--- src/rtl/regfile_arb_pkg.sv ---
// Shared definitions for the register-file write arbiter: arbitration FSM
// encoding and the conflict-counter width.
package regfile_arb_pkg;

  // Arbitration state: the named requester wins when both are valid.
  typedef enum logic [0:0] {
    PRI0 = 1'b0,
    PRI1 = 1'b1
  } arb_state_e;

  localparam int unsigned CONFLICT_CNT_WIDTH = 16;

endpackage

--- src/rtl/regfile_write_arbiter_decoder.sv ---
// Binary-to-one-hot register address decoder.
module regfile_write_arbiter_decoder #(
  parameter int unsigned ADDR_WIDTH = 5
) (
  input  logic [ADDR_WIDTH-1:0]      input_address,
  output logic [(1<<ADDR_WIDTH)-1:0] decoded_output
);

  // One-hot decode of the address.
  always_comb begin
    decoded_output                = '0;
    decoded_output[input_address] = 1'b1;
  end

endmodule

--- src/rtl/regfile_write_arbiter.sv ---
// Arbitrates the ALU (0) and load (1) writeback ports onto a single
// register-file write port with one cycle of latency. Round-robin between
// the two requesters by default; defining WRITE_ARB_FIXED_PRIORITY_EN makes
// requester 0 always win conflicts.
module regfile_write_arbiter
  import regfile_arb_pkg::*;
#(
  parameter int unsigned DATA_WIDTH = 32,
  parameter int unsigned ADDR_WIDTH = 5
) (
  input  logic                          clock,
  input  logic                          reset,
  input  logic                          hold,
  input  logic                          req0_valid,
  input  logic [ADDR_WIDTH-1:0]         req0_addr,
  input  logic [DATA_WIDTH-1:0]         req0_data,
  output logic                          req0_ready,
  input  logic                          req1_valid,
  input  logic [ADDR_WIDTH-1:0]         req1_addr,
  input  logic [DATA_WIDTH-1:0]         req1_data,
  output logic                          req1_ready,
  output logic [(1<<ADDR_WIDTH)-1:0]    wr_en,
  output logic [DATA_WIDTH-1:0]         wr_data,
  output logic                          wr_strobe,
  output logic [CONFLICT_CNT_WIDTH-1:0] conflict_count
);

  localparam int unsigned NumRegs = 1 << ADDR_WIDTH;
  localparam logic [CONFLICT_CNT_WIDTH-1:0] CntOne = {{(CONFLICT_CNT_WIDTH-1){1'b0}}, 1'b1};

  arb_state_e                    state_q, state_d;
  logic [NumRegs-1:0]            wr_en_q, wr_en_d;
  logic [DATA_WIDTH-1:0]         wr_data_q, wr_data_d;
  logic                          wr_strobe_q, wr_strobe_d;
  logic [CONFLICT_CNT_WIDTH-1:0] conflict_q, conflict_d;

  logic                  arb_en;
  logic                  grant0, grant1, xfer;
  logic [ADDR_WIDTH-1:0] sel_addr;
  logic [NumRegs-1:0]    dec_out;

  regfile_write_arbiter_decoder #(
    .ADDR_WIDTH (ADDR_WIDTH)
  ) u_decoder (
    .input_address  (sel_addr),
    .decoded_output (dec_out)
  );

  // Grant selection: a lone requester always wins; conflicts follow the FSM.
  always_comb begin
    arb_en = reset && !hold;
`ifdef WRITE_ARB_FIXED_PRIORITY_EN
    grant0 = arb_en && req0_valid;
    grant1 = arb_en && req1_valid && !req0_valid;
`else
    grant0 = arb_en && req0_valid && (!req1_valid || (state_q == PRI0));
    grant1 = arb_en && req1_valid && (!req0_valid || (state_q == PRI1));
`endif
    xfer     = grant0 || grant1;
    sel_addr = grant1 ? req1_addr : req0_addr;
  end

  assign req0_ready = grant0;
  assign req1_ready = grant1;

  // Next-state: priority flips to the loser, write port captures the winner.
  always_comb begin
`ifdef WRITE_ARB_FIXED_PRIORITY_EN
    state_d = PRI0;
`else
    state_d = state_q;
    if (grant0) begin
      state_d = PRI1;
    end else if (grant1) begin
      state_d = PRI0;
    end
`endif
    wr_strobe_d = xfer;
    wr_data_d   = wr_data_q;
    if (xfer) begin
      wr_data_d = grant1 ? req1_data : req0_data;
    end
    // Writes to $zero still strobe but never enable a register.
    wr_en_d = (xfer && (sel_addr != '0)) ? dec_out : '0;
    conflict_d = conflict_q;
    if (req0_valid && req1_valid && !hold && (conflict_q != '1)) begin
      conflict_d = conflict_q + CntOne;
    end
  end

  // State and registered outputs with synchronous active-low reset.
  always_ff @(posedge clock) begin
    if (!reset) begin
      state_q     <= PRI0;
      wr_en_q     <= '0;
      wr_data_q   <= '0;
      wr_strobe_q <= 1'b0;
      conflict_q  <= '0;
    end else begin
      state_q     <= state_d;
      wr_en_q     <= wr_en_d;
      wr_data_q   <= wr_data_d;
      wr_strobe_q <= wr_strobe_d;
      conflict_q  <= conflict_d;
    end
  end

  assign wr_en          = wr_en_q;
  assign wr_data        = wr_data_q;
  assign wr_strobe      = wr_strobe_q;
  assign conflict_count = conflict_q;

endmodule

--- config.mk ---
export PLATFORM = sky130hd
export DESIGN_NAME = regfile_write_arbiter
export DESIGN_NICKNAME = d
export VERILOG_FILES = /design/src/rtl/regfile_arb_pkg.sv /design/src/rtl/regfile_write_arbiter_decoder.sv /design/src/rtl/regfile_write_arbiter.sv
export SDC_FILE = /design/constraint.sdc
export NUM_CORES = 1
export LEC_CHECK = 0
export CORE_MARGIN = 1.5
export CORE_UTILIZATION = 30
export CTS_CLUSTER_DIAMETER = 100
export DETAILED_ROUTE_END_ITERATION = 8
export DONT_BUFFER_PORTS = 1
export PLACE_DENSITY = 0.47
export SLEW_MARGIN = 30
export SYNTH_ARGS = -nofsm -noshare
export SYNTH_HDL_FRONTEND = slang
export SYNTH_SLANG_ARGS = --single-unit
--- constraint.sdc ---
create_clock -name clock -period 3.5 [get_ports clock]
set_input_delay 0.7 -clock clock [delete_from_list [all_inputs] [get_ports clock]]
set_output_delay 0.7 -clock clock [all_outputs]
set_load 0.02 [all_outputs]
== Yosys cells after proc, flatten, opt, wreduce, memory -nomap -nowiden ==
Cells that the tools add are included.

* Bits in latches: 0
* Output and inout port bits: 83
* Register bits after elaboration: 82
* Logic and storage cells: 35
* Input bits: 79
* RAM bits: 0
* Memories: 0
* Bits in read-only memories: 0

* Multipliers: 0
* Div/mod/pow operators: 0
* Equal/unequal tests: 1
* Shift-type cells: 0
* Magnitude comparators: 2
* $add $sub $neg: 1
* Bitwise operators: 1
* Mux-type cells: 6
* Reductions and logical operators: 19

{| class="wikitable"
|+ Operators with widths
! kind !! count
|-
| 32-bit two-way mux || 1
|-
| 16-bit by 1-bit adder with 16-bit output (second input constant) || 1
|-
| 16-bit inequality test (second input constant) || 1
|-
| 1-bit logical AND || 10
|-
| 5-bit by 6-bit less-than comparator with 1-bit output (second input constant) || 1
|-
| 1-bit demux with 5-bit select || 1
|-
| 5-bit by 1-bit >= comparator with 1-bit output (second input constant) || 1
|-
| 5-bit two-way mux || 1
|-
| 5-bit nonzero test || 1
|-
| 1-bit zero test || 3
|-
| 1-bit logical OR || 3
|-
| 1-bit two-way mux || 3
|-
| 2-bit AND reduction || 1
|-
| 2-bit nonzero test || 1
|-
| 1-bit NOT || 1
|}

== Logic depth before layout (Yosys ltp) ==
* Word-level depth: 9
* Gate-level depth with buffers: 7
* Mapped depth without buffers: 5

== By module ==
A second synthesis with hierarchy kept.

* Cell total of the unflattened synthesis: 378
* Area total of the unflattened synthesis: 3,487.1 um^2

{| class="wikitable"
|+ By module, submodules not included
! module !! cells each !! area each (um^2) !! sequential area each (um^2) !! instances
|-
| regfile_write_arbiter || 331 || 3,273.1 || 1,641.6 || 1
|-
| regfile_write_arbiter_decoder || 47 || 214.0 || 0.0 || 1
|}

== Worst setup path after synthesis ==
No wires, ideal clock.

* Path type: input-to-output
* From: input reset
* To: output req0_ready
* Data arrival time: 1.473 ns
* Path buffers: 1
* Path slack: 1.327 ns
* Stages: 4
* Data required time: 2.800 ns
* Path through: buf_2 nor2b_1 nand2_1 a21oi_1

* Longest elaborated chain between the ends: 3

{| class="wikitable"
|+ RTL lines
! what !! RTL line !! source
|-
| start: declaration || regfile_write_arbiter.sv:12 || <nowiki>input logic reset,</nowiki>
|-
| 1-bit logical AND || regfile_write_arbiter.sv:51 || <nowiki>arb_en = reset && !hold;</nowiki>
|-
| 1-bit logical AND (2 in a row) || regfile_write_arbiter.sv:56 || <nowiki>grant0 = arb_en && req0_valid && (!req1_valid || (state_q == PRI0));</nowiki>
|-
| end: declaration || regfile_write_arbiter.sv:17 || <nowiki>output logic req0_ready,</nowiki>
|}

No other way between the ends.

== Final worst setup path ==
Ends and elaborated chain as after synthesis.

==> results.json <==
{
  "dieArea_um2": 12300,
  "rsz0062_at_grt": "false",
  "synth_top_area_share_pct": 47.0,
  "nets": 441,
  "clock_latency_ns": 0.34,
  "synth-seq-cells": 82,
  "report.final.setup_viol": 0,
  "grt_use_total_pct": 13.9,
  "peakVddDrop_mv": 0.257,
  "cts-resized-gates": 0,
  "dp_hpwl_um": 6080,
  "cts_buffer_depth": 2,
  "postCtsHoldBufs": 0,
  "routed_wl_um": 8330,
  "cap_viol_max_count": 0,
  "htreeDepth": 3,
  "dp_slack_ns": 1.15,
  "die_w_um": 111,
  "portBuffers": 0,
  "clock_skew_ns": 0.00357,
  "gp_congestion": 0.756,
  "period_share_pct": 61.1,
  "arrival_ns": 1.44,
  "period_minus_slack_ns": 2.14,
  "clock-sinks": 82,
  "vias": 2600,
  "dieHeight_um": 111,
  "io_pins": 162,
  "layout-drive-gt1-share_pct": 7.65,
  "clkTransAtPathRegs_ns": 0.06,
  "dr.pass1.iters": 4,
  "yosysSeqAreaShare_pct": 47.0,
  "synthFlopType": "dfxtp_1",
  "maxSlewHeadroom_pct": 51.6,
  "dp_cells": 493,
  "viasPerCell": 5.11,
  "finalHoldViolations": 0,
  "antenna_cells": 0,
  "row_count": 39,
  "min_path_type": "input pin to flop",
  "criticalPathCategory": "input pin to output pin",
  "cp-end-kind": "output pin",
  "drt_iter0_drc": 100,
  "fillers": 1195,
  "multi_input_area_um2": 1710,
  "startpoint_type": "input pin",
  "synth-edff-count": 0,
  "wire_per_inst_um": 16.4,
  "grt_pass1_vias": 2520,
  "yosysWarnings": 0,
  "layout_setup_ws_ns": 1.36,
  "fmax_mhz": 468,
  "ant_nets": 0,
  "worstMarginPinSlew_ns": 0.726,
  "fin_tns_setup_ns": 0,
  "grt_max_degree": 38,
  "async_flop_share_pct": 0,
  "drc_errors": 0,
  "syn_area_per_cell_um2": 9.41,
  "regArea_um2": 1640,
  "power.density_nw_per_um2": 522,
  "cts_setup_buffers": 0,
  "syn2layout_area_growth_pct": 10.8,
  "synth_area_um2": 3490,
  "synthesis.nets": 451,
  "cp_data_required_time_ns": 2.80,
  "synth_cell_types": 46,
  "fp.coreArea_um2": 11400,
  "root_buffer": "clkbuf_16",
  "fin_cells": 509,
  "grt_overflow_total": 0,
  "synth_area_leaders": "dfxtp_1 (47%), mux2i_1 (14%), a211oi_1 (7.5%)",
  "yosys.area.top_type": "dfxtp_1",
  "antenna_found_initial": 0,
  "status": "complete, no violations",
  "slew_viol_final": 0,
  "grt_pass1_wl_um": 13100,
  "reg2reg_slack_ns": 1.37,
  "initial_utilization_pct": 30.7,
  "cts_tree": "yes",
  "path_max_fanout": 28,
  "design_area_um2": 3870,
  "numCtsBuffers": 9,
  "dpl_cell_area_um2": 3580,
  "leakage_uw": 0.00126,
  "syn_inst": 371,
  "fin_util_pct": 34.0
}
-- layout by cell type, fill, tap and decap left out, drive strengths merged, types with 2 or more instances in the layout --
cell type,netlist,final
nand4,4,4
and3,3,3
nand2,22,22
nor2,65,65
nor3,6,6
or4,2,2
a211oi,35,35
nand3,7,7
clkbuf,6,10
a21oi,15,15
nor4b,2,2
nor3b,4,4
inv,3,6
or3,2,2
o21ai,6,6
clkinv,1,4
dfxtp,82,82
nor4,5,5
and3b,2,2
o31ai,2,2
nand3b,3,3
a41oi,3,3
mux2i,48,48
buf,18,3
nand2b,14,14
-- final cells by class --
| class | instances | share of cell area (%) |
|---|---|---|
| well taps | 143 | 4.63 |
| clock inverters | 6 | 1.26 |
| clock buffers | 10 | 5.92 |
| repair buffers | 3 | 1.23 |
| flip-flops and latches | 82 | 42.4 |
| multi-input cells | 261 | 44.1 |
| inverters | 4 | 0.388 |
-- synthesized netlist by cell type (3+ instances only) --
library cell  instances
dfxtp_1              82
nor2_1               64
mux2i_1              48
a211oi_1             35
nand2_1              22
a21oi_1              15
nand2b_1             14
buf_2                 8
clkbuf_1              6
nand3_1               6
nor3_1                6
buf_4                 4
nor3b_1               4
nor4_1                4
a41oi_1               3
and3_1                3
buf_1                 3
buf_6                 3
inv_1                 3
nand4_1               3
o21ai_2               3
-- sequential cells by signal, indices dropped and copies added (netlist names) --
| name | cells |
|---|---|
| wr_strobe | 1 |
| conflict_count | 16 |
| wr_en | 32 |
| wr_data | 32 |
| state_q | 1 |
-- path summary, 6_finish.rpt --
path | cells past startpoint | start | end
worst min register to register | 1 | state_q$_SDFFE_PN0N_ | state_q$_SDFFE_PN0N_
worst max-delay path | 3 | reset | req0_ready
worst max register to register | 5 | conflict_count[1]$_SDFFE_PN0P_ | conflict_count[15]$_SDFFE_PN0P_
worst min-delay path | 1 | reset | conflict_count[12]$_SDFFE_PN0P_
-- report_power, final --
| part | switching, uW | internal (uW) |
|---|---|---|
| sequential | 54.5 | 962 |
| combinational | 70.4 | 51.9 |
| clock | 392 | 489 |
| total | 517 | 1500 |
-- cells by family after synthesis --
group	share of synthesized area, %
and+or+nand+nor	21.1
adders and majority gates	0.358
buffers and inverters	4.37
DFF	47.0
muxes	13.8
AOI/OAI and AO/OA	13.2
other	0.107
-- critical path, cell delays in order --
cell	delay, ns
nor2b_1	0.16
nand2_1	0.07
a21oi_1	0.50
-- routing by layer --
metal | up-vias | part of all wire [%] | track usage, %
li1 | 1303 | - | -
met1 | 1155 | 40 | 15.1
met2 | 126 | 47 | 22.8
met3 | 16 | 9.9 | 5.36
met4 | 0 | 3.2 | 8.72
met5 | - | 0 | 0
-- stage by stage --
step | total power, uW | hold slack, ns
floorplan | 1140 | 0.490
global placement | 1160 | 0.511
detailed placement | 1160 | 0.527
CTS | 2060 | 0.465
global route | 2110 | 0.479
finish | 2020 | 0.491
(Power assumes the default switching activity.)
